[src/rtl/csr_counter_ctrl.sv]
// User-level counter CSRs (cycle/time/instret) with a 4-state read-modify-commit
// sequencer; accept N -> rsp N+3, next accept N+4, req_ready only in IDLE.
module csr_counter_ctrl #(
  parameter int unsigned TIME_DIV = 1,
  parameter bit          WRITABLE = 1'b1
) (
  input  logic        clk,
  input  logic        reset,
  input  logic        req_valid,
  output logic        req_ready,
  input  logic [3:0]  req_sel,
  input  logic [1:0]  req_mode,
  input  logic        req_rd,
  input  logic [31:0] req_wdata,
  output logic        rsp_valid,
  output logic [31:0] rsp_rdata,
  output logic        rsp_err,
  input  logic        instret_inc
);

  typedef enum logic [1:0] {IDLE, EXEC, COMMIT, RESP} state_e;

  localparam logic [1:0] MODE_READ  = 2'b00;
  localparam logic [1:0] MODE_WRITE = 2'b01;
  localparam logic [1:0] MODE_SET   = 2'b10;
  localparam logic [7:0] PRESC_MAX  = 8'(TIME_DIV - 1);

  state_e      state_q, state_d;
  logic [3:0]  sel_q, sel_d;
  logic [1:0]  mode_q, mode_d;
  logic        rd_q, rd_d;
  logic [31:0] wdata_q, wdata_d;
  logic [31:0] old_q, old_d;
  logic [31:0] new_q, new_d;
  logic        err_q, err_d;
  logic [63:0] cycle_q, cycle_d;
  logic [63:0] time_q, time_d;
  logic [63:0] instret_q, instret_d;
  logic [7:0]  presc_q, presc_d;

  logic [63:0] cur_cnt;
  logic [31:0] cur_half;
  logic        sel_ok;
  logic        commit_we;
  logic        tick;

  function automatic logic [63:0] merge_half(input logic [63:0] cur, input logic hi,
                                             input logic [31:0] val);
    merge_half = hi ? {val, cur[31:0]} : {cur[63:32], val};
  endfunction

  // Legal selects are {0,1,2,8,9,10}: bit 2 clear and low pair not 3.
  assign sel_ok = !sel_q[2] && (sel_q[1:0] != 2'd3);

  always_comb begin
    state_d = state_q;
    sel_d   = sel_q;
    mode_d  = mode_q;
    rd_d    = rd_q;
    wdata_d = wdata_q;
    old_d   = old_q;
    new_d   = new_q;
    err_d   = err_q;

    case (sel_q[1:0])
      2'd0:    cur_cnt = cycle_q;
      2'd1:    cur_cnt = time_q;
      2'd2:    cur_cnt = instret_q;
      default: cur_cnt = 64'd0;
    endcase
    cur_half = sel_q[3] ? cur_cnt[63:32] : cur_cnt[31:0];

    unique case (state_q)
      IDLE: begin
        if (req_valid) begin
          sel_d   = req_sel;
          mode_d  = req_mode;
          rd_d    = req_rd;
          wdata_d = req_wdata;
          state_d = EXEC;
        end
      end
      EXEC: begin
        old_d = cur_half;
        err_d = !sel_ok || (!WRITABLE && (mode_q != MODE_READ));
        case (mode_q)
          MODE_WRITE: new_d = wdata_q;
          MODE_SET:   new_d = cur_half | wdata_q;
          MODE_READ:  new_d = cur_half;
          default:    new_d = cur_half & ~wdata_q;
        endcase
        state_d = COMMIT;
      end
      COMMIT:  state_d = RESP;
      RESP:    state_d = IDLE;
      default: state_d = IDLE;
    endcase
  end

  // A committing write replaces that counter's whole increment, carry included.
  always_comb begin
    commit_we = (state_q == COMMIT) && !err_q && (mode_q != MODE_READ);
    tick      = (presc_q == PRESC_MAX);
    presc_d   = tick ? 8'd0 : presc_q + 8'd1;
    cycle_d   = cycle_q + 64'd1;
    time_d    = time_q + {63'd0, tick};
    instret_d = instret_q + {63'd0, instret_inc};
    if (commit_we) begin
      case (sel_q[1:0])
        2'd0:    cycle_d   = merge_half(cycle_q, sel_q[3], new_q);
        2'd1:    time_d    = merge_half(time_q, sel_q[3], new_q);
        2'd2:    instret_d = merge_half(instret_q, sel_q[3], new_q);
        default: ;
      endcase
    end
  end

  always_ff @(posedge clk) begin
    if (reset) begin
      state_q   <= IDLE;
      sel_q     <= 4'd0;
      mode_q    <= MODE_READ;
      rd_q      <= 1'b0;
      wdata_q   <= 32'd0;
      old_q     <= 32'd0;
      new_q     <= 32'd0;
      err_q     <= 1'b0;
      cycle_q   <= 64'd0;
      time_q    <= 64'd0;
      instret_q <= 64'd0;
      presc_q   <= 8'd0;
    end else begin
      state_q   <= state_d;
      sel_q     <= sel_d;
      mode_q    <= mode_d;
      rd_q      <= rd_d;
      wdata_q   <= wdata_d;
      old_q     <= old_d;
      new_q     <= new_d;
      err_q     <= err_d;
      cycle_q   <= cycle_d;
      time_q    <= time_d;
      instret_q <= instret_d;
      presc_q   <= presc_d;
    end
  end

  assign req_ready = (state_q == IDLE);
  assign rsp_valid = (state_q == RESP);
  assign rsp_err   = rsp_valid && err_q;
  assign rsp_rdata = (rsp_valid && rd_q && !err_q) ? old_q : 32'd0;

endmodule

[config.mk]
export PLATFORM = sky130hd
export DESIGN_NAME = csr_counter_ctrl
export DESIGN_NICKNAME = d
export VERILOG_FILES = /design/src/rtl/csr_counter_ctrl.sv
export SDC_FILE = /design/constraint.sdc
export NUM_CORES = 1
export LEC_CHECK = 0
export ABC_AREA = 1
export BUFFER_PORTS_ARGS = -buffer_cell sky130_fd_sc_hd__buf_2
export CORE_MARGIN = 2
export CORE_UTILIZATION = 40
export CTS_CLUSTER_DIAMETER = 60
export CTS_CLUSTER_SIZE = 24
export DETAILED_ROUTE_END_ITERATION = 12
export HOLD_SLACK_MARGIN = 0.1
export MAX_ROUTING_LAYER = met4
export PLACE_DENSITY = 0.55
export SYNTH_ARGS = -nofsm -noshare
export SYNTH_HDL_FRONTEND = slang
export SYNTH_SLANG_ARGS = --single-unit
[constraint.sdc]
create_clock -name clk -period 3.9 [get_ports clk]
set_input_delay 0.585 -clock clk [delete_from_list [all_inputs] [get_ports clk]]
set_output_delay 0.585 -clock clk [all_outputs]
set_load 0.02 [all_outputs]
* Word level (Yosys, flattened, before mapping)
Cells that the tools add are included.
Storage, ports and cells: register bits 306, output and inout bits 35, word-level logic and storage cells 66
Cells by class: $add $sub $neg 4, eq/ne operators 15, muxes and demuxes 13, bitwise gates (word level) 3, reduce and logical (&&, ||, !) cells 16
Operators with widths (count):
- $mux W64 | 7
- $pmux W64 S3 | 1
- $add A64 B1 Y64 | 2
- $pmux W32 S3 | 1
- $add A64 B1 Y64 const B | 1
- $mux W32 | 2
- $and A32 B32 Y32 | 1
- $not A32 Y32 | 1
- $or A32 B32 Y32 | 1
- $ne A3 B3 Y1 const B | 6
- $add A8 B1 Y8 const B | 1
- $eq A2 B2 Y1 const B | 4
- $logic_not A8 Y1 | 1
- $pmux W2 S4 | 1
- $eq A2 B1 Y1 const B | 3
- $logic_and A1 B1 Y1 | 6
- $logic_not A2 Y1 | 3
- $ne A2 B2 Y1 const B | 2
- $logic_not A1 Y1 | 3
- $mux W2 | 1
- $reduce_and A2 Y1 | 1
- $reduce_bool A2 Y1 | 1
- $reduce_or A2 Y1 | 1

* Logic depth before layout (Yosys ltp)
Gate-level depths: netlist of run 1.
depth in word-level cells 5, mapped depth 17, depth with buffers taken out 17

* Worst setup path after synthesis of run 1
OpenSTA, ideal clock, no wires.
path kind register -> register, start reg presc_q[0], end reg time_q[58], setup time 0.070 ns, arrival 2.243 ns, path slack 1.587 ns, cell stages (with the launch flop) 17, path buffers 0, cells stage by stage dfxtp_1 inv_1 ha_1 nand4_1 nor4_1 ha_1 ha_1 inv_1 nor2_2 nand2_1 nor2_2 nand2_1 nor2_1 nand2_1 nand2_1 nand3_1 a21oi_1
On the way: word-level cells in the longest chain between the ends 4
Ends and longest elaborated chain:
- from (decl) | line 39 | logic [7:0] presc_q, presc_d;
- from (signal assigned) | line 144 | presc_q <= presc_d;
- $logic_not A8 Y1 * | line 103 | tick = (presc_q == PRESC_MAX);
- $add A64 B1 Y64 * | line 106 | time_d = time_q + {63'd0, tick};
- $mux W64 | line 109 | case (sel_q[1:0])
- $mux W64 * | line 108 | if (commit_we) begin
- to (signal assigned) | line 142 | time_q <= time_d;
- to (decl) | line 37 | logic [63:0] time_q, time_d;
Mark *: on every way between the ends. The rest lies on a longest branch, timed or not. A chain may end at the register's enable or synchronous reset.

* Worst setup path after layout of run 1
start reg state_q[0], end out rsp_rdata[16]
On the way: word-level cells in the longest chain between the ends 4
Ends and longest elaborated chain:
- from (decl) | line 28 | state_e state_q, state_d;
- from (signal assigned) | line 133 | state_q <= state_d;
- $eq A2 B2 Y1 | line 149 | assign rsp_valid = (state_q == RESP);
- $logic_and A1 B1 Y1 (2 in a row) | line 151 | assign rsp_rdata = (rsp_valid && rd_q && !err_q) ? old_q : 32'd0;
- $mux W32 | line 151
- to (decl) | line 16 | output logic [31:0] rsp_rdata,
Every way passes these cells.

==> flow_summary_export.csv, run 1 <==
group,metric,value,unit
hold_path,min_to,"rd_q",
route,wl_per_cell,24.7,um
route,vias_per_cell,5.77,
clock_network,cts_buffers,40,
worst_setup_path,start_kind,"flip-flop",
outcome,run_status,"completed",
clock_network,clock_latency,600,ps
pwr,leakagePower,8.52,nW
sta,final-hold-violation-count,0,
grt,grt_max_degree,140,
worst_setup_path,cp_slowest_cell,"nand3_1",
synth,synth_seq_cells,306,
route,dr.pass1.iters,8,
sta,setup_violations,0,
grt,first_global_vias,21800,
grt,grt_pass1_wl,151,mm
route,ant_nets,0,
worst_setup_path,r2r_end,"time_q[62]",
sta,rsz0062_at_grt,"false",
worst_setup_path,worstPathCellList,"ha_1 > nand3_1 > buf_4 > nor2_1 > buf_2",
placement,io_buffers,77,
final_layout,drive_above_1_share,6.59,%
final_layout,fillers,5663,
final_layout,syn2layout_area_growth,11.6,%
route,vias,24600,
worst_setup_path,end_kind,"primary output",
sta,skew,28.6,ps
worst_setup_path,r2r_slack,870,ps
worst_setup_path,reg2reg_depth,17,
clock_network,clk_path_buf_depth,3,
worst_setup_path,worstPathRequired,3310,ps
synth,netlist_area,20600,um2
sta,fin_crit_sh,78.0,%
clock_network,hold_buffers,0,
sta,finalCriticalPeriod,3040,ps
floorplanning,io_pins,78,
worst_setup_path,rr_startpoint,"presc_q[0]",
pwr,power,11.7,mW
synth,yosysUniqueCellTypes,35,
floorplanning,fp.dieW,231,um
sta,max_freq,329,MHz
route,drt_iter0_drc,3213,
worst_setup_path,slowest_delay,540,ps
route,routed_wl,105,mm
floorplanning,initial_core_util,40.2,%
sta,worst_slew_pin_slew,1100,ps
final_layout,regArea,6130,um2
worst_setup_path,path_class,"flip-flop to primary output",
floorplanning,rows,83,
clock_network,htreeDepth,2,
placement,hpwl,82.3,mm
final_layout,fin_nets,3603,
sta,setup_tns,0,ps
synth,yosysSeqAreaShare,29.8,%
synth,yosysWarnings,0,
clock_network,path_clk_slew,80,ps
worst_setup_path,critPathMaxFanout,18,
grt,overflow,0,
clock_network,cts_sinks,306,
pwr,peakVddDrop,764,uV
clock_network,cts_tree,"yes",
clock_network,cts_resized,0,
hold_path,hp-class,"primary input to flip-flop",
route,drc_errors,0,
synth,synth_nets,3604,
clock_network,post-cts-setup-buffers,0,
pwr,pwr_density_cell,509,nW/um2
grt,grtUsageTotal,40.0,%
final_layout,multi_input_area,12200,um2
synth,syn_avg_cell_area,5.79,um2
job,drv_cap,0,
sta,timing.hold.ws,257,ps
floorplanning,die_y,231,um
floorplanning,coreArea,51100,um2
placement,routabilityCongestion,1.04,
hold_path,min_from,"req_rd",
floorplanning,dieArea,53200,um2
worst_setup_path,arrival,2460,ps
sta,slew_violations,0,
sta,slew_headroom,26.4,%
clock_network,cts_root_buffer,"clkbuf_16",
synth,syn_inst,3550,
grt,antenna_found_initial,1,
hold_path,holdPathStages,3,
==> through the flow <==
step	cell area (um2)	worst slack, ps	util, %	std cells
after CTS	22900	829	44.9	4261
after global routing	22900	610	44.9	4262
final	23000	857	44.9	4264
after global placement	21500	1040	42.1	4187
after floorplan	20600	1590	-	3550
after detailed placement	21500	977	42.1	4187
==> registers in the layout, indices dropped and copies added (netlist names) <==
name and cells:
cycle_q 64, instret_q 64, time_q 64, new_q 32
old_q 32, wdata_q 32, presc_q 8, sel_q 4
mode_q 2, state_q 2, err_q 1, rd_q 1
==> where the power goes <==
part | internal, mW | switching [mW]
registers | 3.67 | 0.562
clock network | 2.26 | 1.80
logic | 0.833 | 2.56
==> synth_stat cells <==
cell type  number  share of area [%]
a31oi_1         4               0.12
o21bai_1        3               0.11
o22ai_1        41                1.2
nor4_1          1              0.030
a21oi_1       339                8.3
o21ai_0       292                7.1
nor3_1         33               0.80
clkbuf_1       99                1.8
dfxtp_1       306                 30
nor2_4          6               0.33
a22oi_1        73                2.7
nand2_1      1052                 19
clkinv_1        1              0.018
nand2_2         2              0.061
ha_1           11               0.67
nand4_1        50                1.5
nand3_1       178                4.3
a32oi_1         2              0.085
nand3b_1        4               0.15
buf_2          38               0.92
inv_1         434                7.9
xnor2_1         6               0.26
nor2_2         16               0.49
nor3b_1         2              0.073
o21ai_1         6               0.15
buf_1          18               0.33
inv_2          10               0.18
a211oi_1        3               0.11
nor2_1        441                8.1
nand3_4         1              0.085
or2_2           5               0.15
o211ai_1       20               0.73
buf_4           1              0.037
o221ai_1        8               0.34
xor2_1         44                1.9
==> kinds of logic after synthesis <==
group | synth area share [%]
DFF | 29.8
adders and majority gates | 0.669
xor gates and xnor gates | 2.13
buffers and inverters | 11.2
and+or+nand+nor | 35.3
AOI/OAI and AO/OA | 20.9
==> worst max path at each step <==
stage | start | end | slack [ps] | cells past startpoint
floorplan | presc_q[0] | time_q[58] | 1590 | 16
global placement | presc_q[0] | time_q[62] | 1040 | 17
detailed placement | presc_q[0] | time_q[46] | 980 | 16
CTS | state_q[0] | rsp_rdata[19] | 830 | 5
global route | presc_q[0] | time_q[62] | 610 | 17
finish | state_q[0] | rsp_rdata[16] | 860 | 5
==> cell type report <==
class | instances | area share (%)
Timing Repair Buffer | 113 | 3.10
Tap cell | 680 | 3.71
Clock buffer | 44 | 4.61
Multi-Input combinational cell | 2643 | 53.0
Sequential cell | 306 | 26.7
Inverter | 445 | 7.28
Clock inverter | 30 | 1.61
Antenna cell | 3 | 0.0327
==> metal layers <==
layer  track usage (%)  routed length [um]  vias up
li1                  -                   -    11500
met1              55.4               46400    11600
met2              56.4               43000     1278
met3              6.63               10300      198
met4              18.6                5750        0
met5                 -                   0        -
==> placed cells by master, fill, tap and decap left out, types with 10 or more instances in the layout <==
cell       Yosys  routed
buf_4          1      32
a21oi_1      339     339
nor2_2        16      15
nand4_1       50      50
buf_2         38      76
clkbuf_16      0      41
inv_2         10      13
o21ai_0      292     292
o211ai_1      20      20
nand2_1     1052    1049
a22oi_1       73      73
o22ai_1       41      41
dfxtp_1      306     305
nand3_1      178     178
ha_1          11      10
xor2_1        44      44
nor3_1        33      32
nor2_1       441     440
inv_1        434     432
==> critical path, delay by kind of cell, from the launching register on <==
| family | cells | cell delay [ps] |
|---|---|---|
| adder cells (fa/ha/maj) | 1 | 220 |
| buffers and inverters | 2 | 620 |
| flip-flops | 1 | 370 |
| AND/OR/NAND/NOR | 2 | 660 |
Note: power is estimated with default switching activity, not from simulation.
==> run 2, diff against run 1 <==
PLACE_DENSITY = 0.57   (was 0.55)
clock period = 2.6 ns   (was 3.9 ns; I/O delays follow)
==> run 2 against run 1 <==
  * The flow now finishes with violations (negative setup slack)
  * Clock-buffer cell count up 2
  * Clock power up 60%
  * Sequential share of layout area down 1.6 points
  * Critical path type is now flip-flop to flip-flop
  * Largest cell class unchanged
==> flow_summary_export.csv, run 2 (synthesis results as in run 1) <==
group,metric,value,unit
worst_setup_path,critPathLaunch,"presc_q[1]",
floorplanning,fp.dieW,231,um
worst_setup_path,start_kind,"flip-flop",
floorplanning,rows,83,
final_layout,finalInstanceArea,24400,um2
grt,grt_max_degree,68,
worst_setup_path,reg2reg_depth,16,
placement,place_area,22300,um2
sta,worst_slew_pin_slew,1050,ps
route,routed_wl,101,mm
hold_path,hp-class,"primary input to flip-flop",
worst_setup_path,critPathMaxFanout,5,
route,m1WireLength,42.7,mm
route,wl_met2,40.2,mm
clock_network,htreeDepth,2,
pwr,power,18.2,mW
clock_network,path_clk_slew,70,ps
sta,finalCriticalPeriod,2600,ps
final_layout,final_common_cell,"nand2_1",
clock_network,clk_path_buf_depth,3,
worst_setup_path,arrival,3120,ps
floorplanning,die_y,231,um
route,vias,24600,
floorplanning,initial_core_util,40.2,%
grt,first_global_vias,22000,
sta,final.setup.worst_slack,-4.08,ps
pwr,pwr_density_cell,748,nW/um2
clock_network,cts_buffers,42,
sta,skew,22.4,ps
worst_setup_path,end_kind,"flip-flop",
pwr,peakVddDrop,1000,uV
sta,max_freq,384,MHz
route,wl_per_cell,23.0,um
outcome,violations,"negative setup slack",
worst_setup_path,worstPathRequired,3110,ps
sta,rsz0062_at_grt,"true",
placement,hpwl,78.1,mm
job,drv_cap,0,
route,drc_errors,0,
sta,slew_violations,0,
route,ant_nets,0,
final_layout,multi_input_area,12400,um2
sta,final-hold-violation-count,0,
worst_setup_path,worstPathCellList,"inv_2 > ha_4 > nand4_1 > nor4_2 > buf_4 > ha_4 > buf_6 > inv_4 > nor2_4 > nand2_2 > nor2_4 > buf_6 > nand3_2 > xor2_1 > nand2_1 > a21oi_1",
worst_setup_path,cp-endpoint,"time_q[47]",
grt,overflow,0,
worst_setup_path,r2r_end,"time_q[47]",
grt,grt_pass1_wl,145,mm
placement,io_buffers,77,
outcome,run_status,"complete, but fails checks",
sta,setup_tns,-4.08,ps
route,drt_iter0_drc,3221,
route,wl_met3,10.7,mm
final_layout,drive_above_1_share,10.2,%
final_layout,most-common-layout-cells,"1040 x nand2_1, 429 x nor2_1, 423 x inv_1, 334 x a21oi_1, 303 x dfxtp_1",
worst_setup_path,rr_startpoint,"presc_q[1]",
final_layout,syn2layout_area_growth,18.6,%
clock_network,cts_root_buffer,"clkbuf_16",
sta,setup_violations,1,
sta,fin_crit_sh,100,%
floorplanning,io_pins,78,
route,highest_layer,"met4",
route,vias_per_cell,5.62,
worst_setup_path,slowest_delay,330,ps
grt,antenna_found_initial,4,
worst_setup_path,path_class,"flip-flop to flip-flop",
final_layout,fin_nets,3717,
clock_network,cts_sinks,306,
final_layout,regArea,6130,um2
floorplanning,coreArea,51100,um2
placement,pre_cts_ws,-240,ps
final_layout,reg_top3,"cycle_q x64, instret_q x64, time_q x64",
grt,grtUsageTotal,38.0,%
sta,timing.hold.ws,108,ps
worst_setup_path,r2r_slack,-4,ps
sta,slew_headroom,30.0,%
worst_setup_path,cp_slowest_cell,"dfxtp_2",
pwr,leakagePower,9.27,nW
clock_network,cts_tree,"yes",
route,dr.pass1.iters,7,
floorplanning,dieArea,53200,um2
final_layout,fillers,5604,
placement,routabilityCongestion,1.06,
clock_network,clock_latency,600,ps
==> run 2: critical path, delay by kind of cell, from the launching register on <==
kind,cells,cell delay [ps]
AND/OR/NAND/NOR,7,1090
buffers and inverters,5,500
flip-flops,1,330
adder cells (fa/ha/maj),2,290
XOR/XNOR,1,160
AO/OA/AOI/OAI,1,150
==> run 2: area by class of cell <==
type | count | share of cell area (%)
inverter | 445 | 6.87
clock inverter | 32 | 1.70
sequential | 306 | 25.1
clock buffer | 46 | 4.68
timing repair buffer | 225 | 7.28
antenna | 2 | 0.0205
multi-input combinational | 2643 | 50.8
tap | 680 | 3.49
==> run 2: timing repair <==
action	4_1_cts	5_1_grt
buffers inserted	1	3
hold buffers	25	0
pin swaps	3	32
gates resized for setup	10	74
hold endpoints to repair	25	0
setup endpoints to repair	43	48
==> run 2: layer usage <==
metal  GRT usage (%)  vias up
li1                -    11700
met1            51.4    11400
met2            52.4     1330
met3            6.67      227
met4            22.8        0
met5               -        -
==> run 2: per-stage QoR <==
stage | std cells | util [%]
floorplan | 3550 | -
global placement | 4270 | 43.6
detailed placement | 4270 | 43.6
CTS | 4374 | 47.2
global route | 4379 | 47.7
finish | 4379 | 47.7
==> run 2: power breakdown <==
part           switching (mW)  internal (mW)  leakage [nW]  total (mW)
logic                    3.97           1.52          6.03        5.49
registers               0.756           5.50          2.49        6.25
clock network            2.84           3.65         0.749        6.49
total                    7.56           10.7          9.27        18.2
==> run 2: worst min path at each step <==
stage               startpoint           to  slack, ps  cells past startpoint
detailed placement    sel_q[2]     sel_q[2]        450                      2
global placement      sel_q[2]     sel_q[2]        440                      2
floorplan           presc_q[0]   presc_q[0]        430                      1
CTS                  req_valid   state_q[1]        100                      3
finish               req_valid   state_q[1]        110                      3
global route             reset  cycle_q[61]        130                      2
